$ cat src/rtl/dmem_arbiter.sv
// Two-requester round-robin arbiter in front of a single-port word memory.
// Latency: grant -> rsp_valid in 2 cycles (load, full/no-op store) or 3 cycles (partial store RMW).
// Backpressure: one request in flight; ready only in IDLE for the winner, loser holds its request.
//
// Ports: clk/reset (sync, active-high); per requester rN_valid/ready/we/addr/wdata/be in,
//        rN_rsp_valid/rsp_rdata out; memory side mem_we/mem_a/mem_wd out, mem_rd in (comb read).
module dmem_arbiter #(
    parameter int DW = 32
) (
    input  logic          clk,
    input  logic          reset,
    input  logic          r0_valid,
    output logic          r0_ready,
    input  logic          r0_we,
    input  logic [DW-1:0] r0_addr,
    input  logic [DW-1:0] r0_wdata,
    input  logic [3:0]    r0_be,
    output logic          r0_rsp_valid,
    output logic [DW-1:0] r0_rsp_rdata,
    input  logic          r1_valid,
    output logic          r1_ready,
    input  logic          r1_we,
    input  logic [DW-1:0] r1_addr,
    input  logic [DW-1:0] r1_wdata,
    input  logic [3:0]    r1_be,
    output logic          r1_rsp_valid,
    output logic [DW-1:0] r1_rsp_rdata,
    output logic          mem_we,
    output logic [DW-1:0] mem_a,
    output logic [DW-1:0] mem_wd,
    input  logic [DW-1:0] mem_rd
);

    typedef enum logic [1:0] {IDLE, ACCESS, WRITE, RESP} state_t;

    state_t        state, state_nxt;
    logic          last;        // requester served most recently
    logic          lat_id;
    logic          lat_we;
    logic [DW-1:0] lat_addr;
    logic [DW-1:0] lat_wdata;
    logic [3:0]    lat_be;
    logic [DW-1:0] merged;

    logic          grant_vld;
    logic          grant_id;
    logic          full_st;
    logic          part_st;
    logic [DW-1:0] merge_w;
    logic [DW-1:0] word_a;

    // On a tie the requester not served last wins; otherwise the lone requester wins.
    assign grant_vld = r0_valid | r1_valid;
    assign grant_id  = (r0_valid & r1_valid) ? ~last : r1_valid;

    assign full_st = lat_we && (lat_be == 4'hF);
    assign part_st = lat_we && (lat_be != 4'h0) && (lat_be != 4'hF);
    assign word_a  = {lat_addr[DW-1:2], 2'b00};

    // Read-modify-write merge: enabled lanes from the store, the rest from memory.
    always_comb begin
        merge_w = '0;
        for (int k = 0; k < 4; k++) begin
            merge_w[8*k +: 8] = lat_be[k] ? lat_wdata[8*k +: 8] : mem_rd[8*k +: 8];
        end
    end

    always_comb begin
        state_nxt    = state;
        r0_ready     = 1'b0;
        r1_ready     = 1'b0;
        r0_rsp_valid = 1'b0;
        r1_rsp_valid = 1'b0;
        mem_we       = 1'b0;
        mem_a        = '0;
        mem_wd       = '0;
        case (state)
            IDLE: begin
                if (grant_vld) begin
                    r0_ready  = ~grant_id;
                    r1_ready  = grant_id;
                    state_nxt = ACCESS;
                end
            end
            ACCESS: begin
                mem_a = word_a;
                if (full_st) begin
                    mem_we = 1'b1;
                    mem_wd = lat_wdata;
                end
                state_nxt = part_st ? WRITE : RESP;
            end
            WRITE: begin
                mem_we    = 1'b1;
                mem_a     = word_a;
                mem_wd    = merged;
                state_nxt = RESP;
            end
            RESP: begin
                r0_rsp_valid = ~lat_id;
                r1_rsp_valid = lat_id;
                state_nxt    = IDLE;
            end
            default: state_nxt = IDLE;
        endcase
        // Reset masks every output, including a store that would otherwise commit on this edge.
        if (reset) begin
            r0_ready     = 1'b0;
            r1_ready     = 1'b0;
            r0_rsp_valid = 1'b0;
            r1_rsp_valid = 1'b0;
            mem_we       = 1'b0;
            mem_a        = '0;
            mem_wd       = '0;
        end
    end

    always_ff @(posedge clk) begin
        if (reset) begin
            state        <= IDLE;
            last         <= 1'b1;
            lat_id       <= 1'b0;
            lat_we       <= 1'b0;
            lat_addr     <= '0;
            lat_wdata    <= '0;
            lat_be       <= '0;
            merged       <= '0;
            r0_rsp_rdata <= '0;
            r1_rsp_rdata <= '0;
        end else begin
            state <= state_nxt;
            case (state)
                IDLE: begin
                    if (grant_vld) begin
                        last      <= grant_id;
                        lat_id    <= grant_id;
                        lat_we    <= grant_id ? r1_we    : r0_we;
                        lat_addr  <= grant_id ? r1_addr  : r0_addr;
                        lat_wdata <= grant_id ? r1_wdata : r0_wdata;
                        lat_be    <= grant_id ? r1_be    : r0_be;
                    end
                end
                ACCESS: begin
                    if (part_st) merged <= merge_w;
                    // Stores return zero data; loads return the addressed word.
                    if (lat_id) r1_rsp_rdata <= lat_we ? '0 : mem_rd;
                    else        r0_rsp_rdata <= lat_we ? '0 : mem_rd;
                end
                default: ;
            endcase
        end
    end

endmodule

$ cat config.mk
export PLATFORM = sky130hd
export DESIGN_NAME = dmem_arbiter
export DESIGN_NICKNAME = d
export VERILOG_FILES = /design/src/rtl/dmem_arbiter.sv
export SDC_FILE = /design/constraint.sdc
export NUM_CORES = 1
export LEC_CHECK = 0
export CORE_MARGIN = 1.5
export CORE_UTILIZATION = 48
export CTS_BUF_LIST = sky130_fd_sc_hd__clkbuf_8
export DETAILED_ROUTE_END_ITERATION = 10
export PLACE_DENSITY = 0.87
export SLEW_MARGIN = 20
export SYNTH_ARGS = -nofsm -noshare
export SYNTH_HDL_FRONTEND = slang
export SYNTH_SLANG_ARGS = --single-unit
$ cat constraint.sdc
create_clock -name clk -period 3.2 [get_ports clk]
set_clock_uncertainty 0.05 [all_clocks]
set_input_delay 0.48 -clock clk [delete_from_list [all_inputs] [get_ports clk]]
set_output_delay 0.48 -clock clk [all_outputs]
set_load 0.03 [all_outputs]
==> summary.md <==
| Metric | Value |
|---|---|
| Status | finished clean |
| Cts bufs inserted | 17 |
| Setup bufs post-CTS | 0 |
| Critical Path End Type | primary output |
| Static Leak | 4.17 nW |
| Max-Slew Margin vs Limit | between 30% and 40% |
| Total Wirelength | 25500 um |
| Critical Path AT | 2.33 ns |
| Fin crit share | roughly nine tenths |
| Area leader, netlist | dfxtp_1 |
| Ports | 307 |
| Post-synth cell types | 35 |
| Synthesis-to-finish area growth | 46.1% |
| Final Max Tran Viols | 0 |
| Layout cell share with drive strength beyond 1 | between 10 and 15% |
| Root Buffer | clkbuf_8 |
| Reg2Reg Setup Slack | approximately 0.72 ns |
| First-pass GRT wire length | 39200 um |
| CTS resizes | 0 |
| Sequential area share after synthesis | 43.4% |
| CTS tree | yes |
| Hold Violations, Final | 0 |
| Most frequent CP cell | buf_4 |
| Syn Area/Cell | about 9.0 um2 |
| Die height | 130 um |
| Crit Reg-Reg Endpoint | merged[20]$_SDFFE_PP0P_ |
| Fmax | 0.350 GHz |
| Multi-input gate area | 3950 um2 |
| Hpwl dp | 18200 um |
| CP max stage delay | 0.37 ns |
| Warnings, synthesis | 0 |
| R2r startpoint | state[1]$_SDFFE_PP0P_ |
| WHS Endpoint | r1_rsp_rdata[30]$_SDFFE_PP0P_ |
| First drt pass iteration count | 5 |
| Antenna violations before repair | 2 |
| Die area | 16800 um2 |
| Reg area | 3340 um2 |
| WP buf/inv | 3 |
| Die X | 130 um |
| Via count | 7725 |
| Startpoint class of the critical path | flop |
| Non-Filler Instances | roughly 1300 |
| Fillers | 1262 |
| Kind of critical path | flop to primary output |
| H-tree depth | 4 |
| CP Data Required Time | 2.67 ns |
| DP Cell Count | 1305 |
| DRC violations left | 0 |
| Mapped cell area | roughly 7700 um2 |
| # rows | 46 |
| Hold Crit Class | flop to flop |
| Vias in the first global route | approximately 7200 |
| Peak supply drop | 0.331 mV |
| Wire per inst | 19.0 um |
| Min cycle time layout | around 2.9 ns |
| Vias/cell | 5.78 |
| Gate count of the mapped netlist | 860 |
| Core area | 15800 um2 |
| Clock Path Buffers | 2 |
| CP cell instances | inv_1 > ha_1 > and2_2 > buf_4 > a32oi_1 > nor2_1 > buf_4 |
| Clk sinks | 167 |
| Hold buffer count at cts | 0 |
| Layout Utilization | 71.3% |
| Hold path cells | 2 |
| Post-route setup TNS | 0 ns |
| Worst-Margin Slew | 0.946 ns |
| Reg clk slew, reported paths | 0.08 ns |
| Yosys top cell area share | a little over two fifths |
| GRT Total Usage | between 30 and 40% |
| Starting Density | between 40% and 50% |
| Total gr overflow | 0 |
| Hold path start | r1_rsp_rdata[30]$_SDFFE_PP0P_ |
| Worst-path fanout max | 39 |
| #FFs+latches synth | between 150 and 200 |
| Clock latency at the later pin of the worst-skew pair | 0.45 ns |
| Largest net degree at the start of global routing | 68 |
| Final ANT Viol Nets | 0 |
| P per Cell Area | 676 nW/um2 |
| Final count of negative-setup-slack endpoints | 0 |
| Crit-path slowest cell | buf_4 |
| Max_cap viols | 0 |
| Final GP Congestion | 0.863 |
| RSZ-0062 raised after global routing | no |
| Synth area leaders | dfxtp_1 (43%), nand2_1 (6.3%), a221o_1 (6.0%), a32oi_1 (5.6%), a211oi_2 (4.9%) |
| NumNets Final | 1287 |
| Critical path's top delay family | buffers and inverters |
| Reg2reg path depth | 6 |
| IO Port Bufs | 300 |
| First DRT Iteration DRCs | 568 |
-- synth_stat cells --
master,count
a32oi_1,49
and2_1,33
buf_2,11
or2_1,1
o2bb2ai_1,17
or4_1,1
nand2b_1,4
mux2i_1,37
a21boi_1,1
ha_1,5
a21o_1,1
nor3b_1,2
nor2_1,38
nor2_2,1
inv_1,3
and3b_1,1
buf_1,9
nor3_1,1
o21a_1,1
a31oi_1,34
a211oi_2,30
nand2_1,129
and4_1,1
dfxtp_1,167
o41a_1,1
buf_6,4
nand4_1,1
buf_4,3
nor2b_1,35
a21oi_1,66
a211oi_1,7
conb_1,1
and3_1,48
clkbuf_1,71
a221o_1,46
-- placed cells by master, fill, tap and decap left out, types with 2 or more instances in the layout --
cell type,n
clkdlybuf4s50_1,234
dfxtp_1,167
nand2_1,129
buf_4,78
a21oi_1,66
a32oi_1,49
and3_1,46
a221o_1,46
nor2_1,38
mux2i_1,37
a31oi_1,34
nor2b_1,33
and2_1,32
a211oi_2,30
clkbuf_8,19
o2bb2ai_1,17
buf_12,14
a211oi_1,7
ha_1,5
bufinv_16,5
nand2b_1,4
inv_1,3
clkinv_2,3
nor2b_2,2
nor3b_1,2
and3_2,2
conb_1,2
clkinv_4,2
-- report_power, final --
group | switching (mW) | total [mW] | leakage [nW] | internal (mW)
combinational | 1.84 | 3.02 | 2.58 | 1.17
sequential | 0.320 | 2.85 | 1.36 | 2.53
clock | 0.769 | 1.74 | 0.232 | 0.967
total | 2.93 | 7.60 | 4.17 | 4.67
-- routing by layer --
metal  vias to the layer above  track usage (%)  wire length (um)
met5                         -                0                 0
met4                         0             11.0               691
met3                        48             6.69              1900
met2                       361             49.0             12200
met1                      3673             39.3             10700
li1                       3643                -                 -
-- stage by stage --
stage	setup slack, ns	cell area [um2]	power [mW]	hold WS (ns)
floorplan	0.884	7700	4.78	0.374
global placement	0.739	10800	5.78	0.389
detailed placement	0.694	10800	5.87	0.395
CTS	0.356	11200	7.60	0.409
global route	0.222	11200	7.96	0.422
finish	0.340	11200	7.60	0.406
-- state kept, by name (all words and copies together) (netlist names) --
register and cells:
merged 32, state 2, lat_we 1, lat_addr 30, lat_wdata 32, lat_id 1
r0_rsp_rdata 32, last 1, lat_be 4, r1_rsp_rdata 32
-- tightest hold or removal path: stages, from the launching register on --
cell,delay (ns)
dfxtp_1,0.31
nand2_1,0.05
a21oi_1,0.05
-- cell type report --
class | count | share of cell area, %
Clock inverter | 12 | 1.77
Clock buffer | 19 | 2.33
Sequential cell | 167 | 29.7
Tap cell | 216 | 2.40
Timing Repair Buffer | 326 | 28.5
Multi-Input combinational cell | 593 | 35.1
Antenna cell | 1 | 0.0223
Inverter | 3 | 0.100
-- kinds of logic after synthesis --
logic type,Yosys count,share of synthesized area [%]
AO/OA/AOI/OAI,253,26.5
adder cells (fa/ha/maj),5,0.813
buffers and inverters,101,5.64
flip-flops,167,43.4
multiplexers,37,4.81
other,1,0.0487
AND/OR/NAND/NOR,296,18.7
-- worst max-delay path by stage --
| stage | startpoint | cells past startpoint | to |
|---|---|---|---|
| finish | state[1]$_SDFFE_PP0P_ | 7 | mem_wd[12] |
| detailed placement | r1_valid | 6 | lat_wdata[21]$_SDFFE_PP0P_ |
| CTS | state[1]$_SDFFE_PP0P_ | 7 | mem_wd[23] |
| global route | state[1]$_SDFFE_PP0P_ | 7 | mem_wd[25] |
| global placement | r1_valid | 6 | lat_wdata[16]$_SDFFE_PP0P_ |
| floorplan | state[1]$_SDFFE_PP0P_ | 7 | mem_wd[0] |
(Power assumes the default switching activity.)
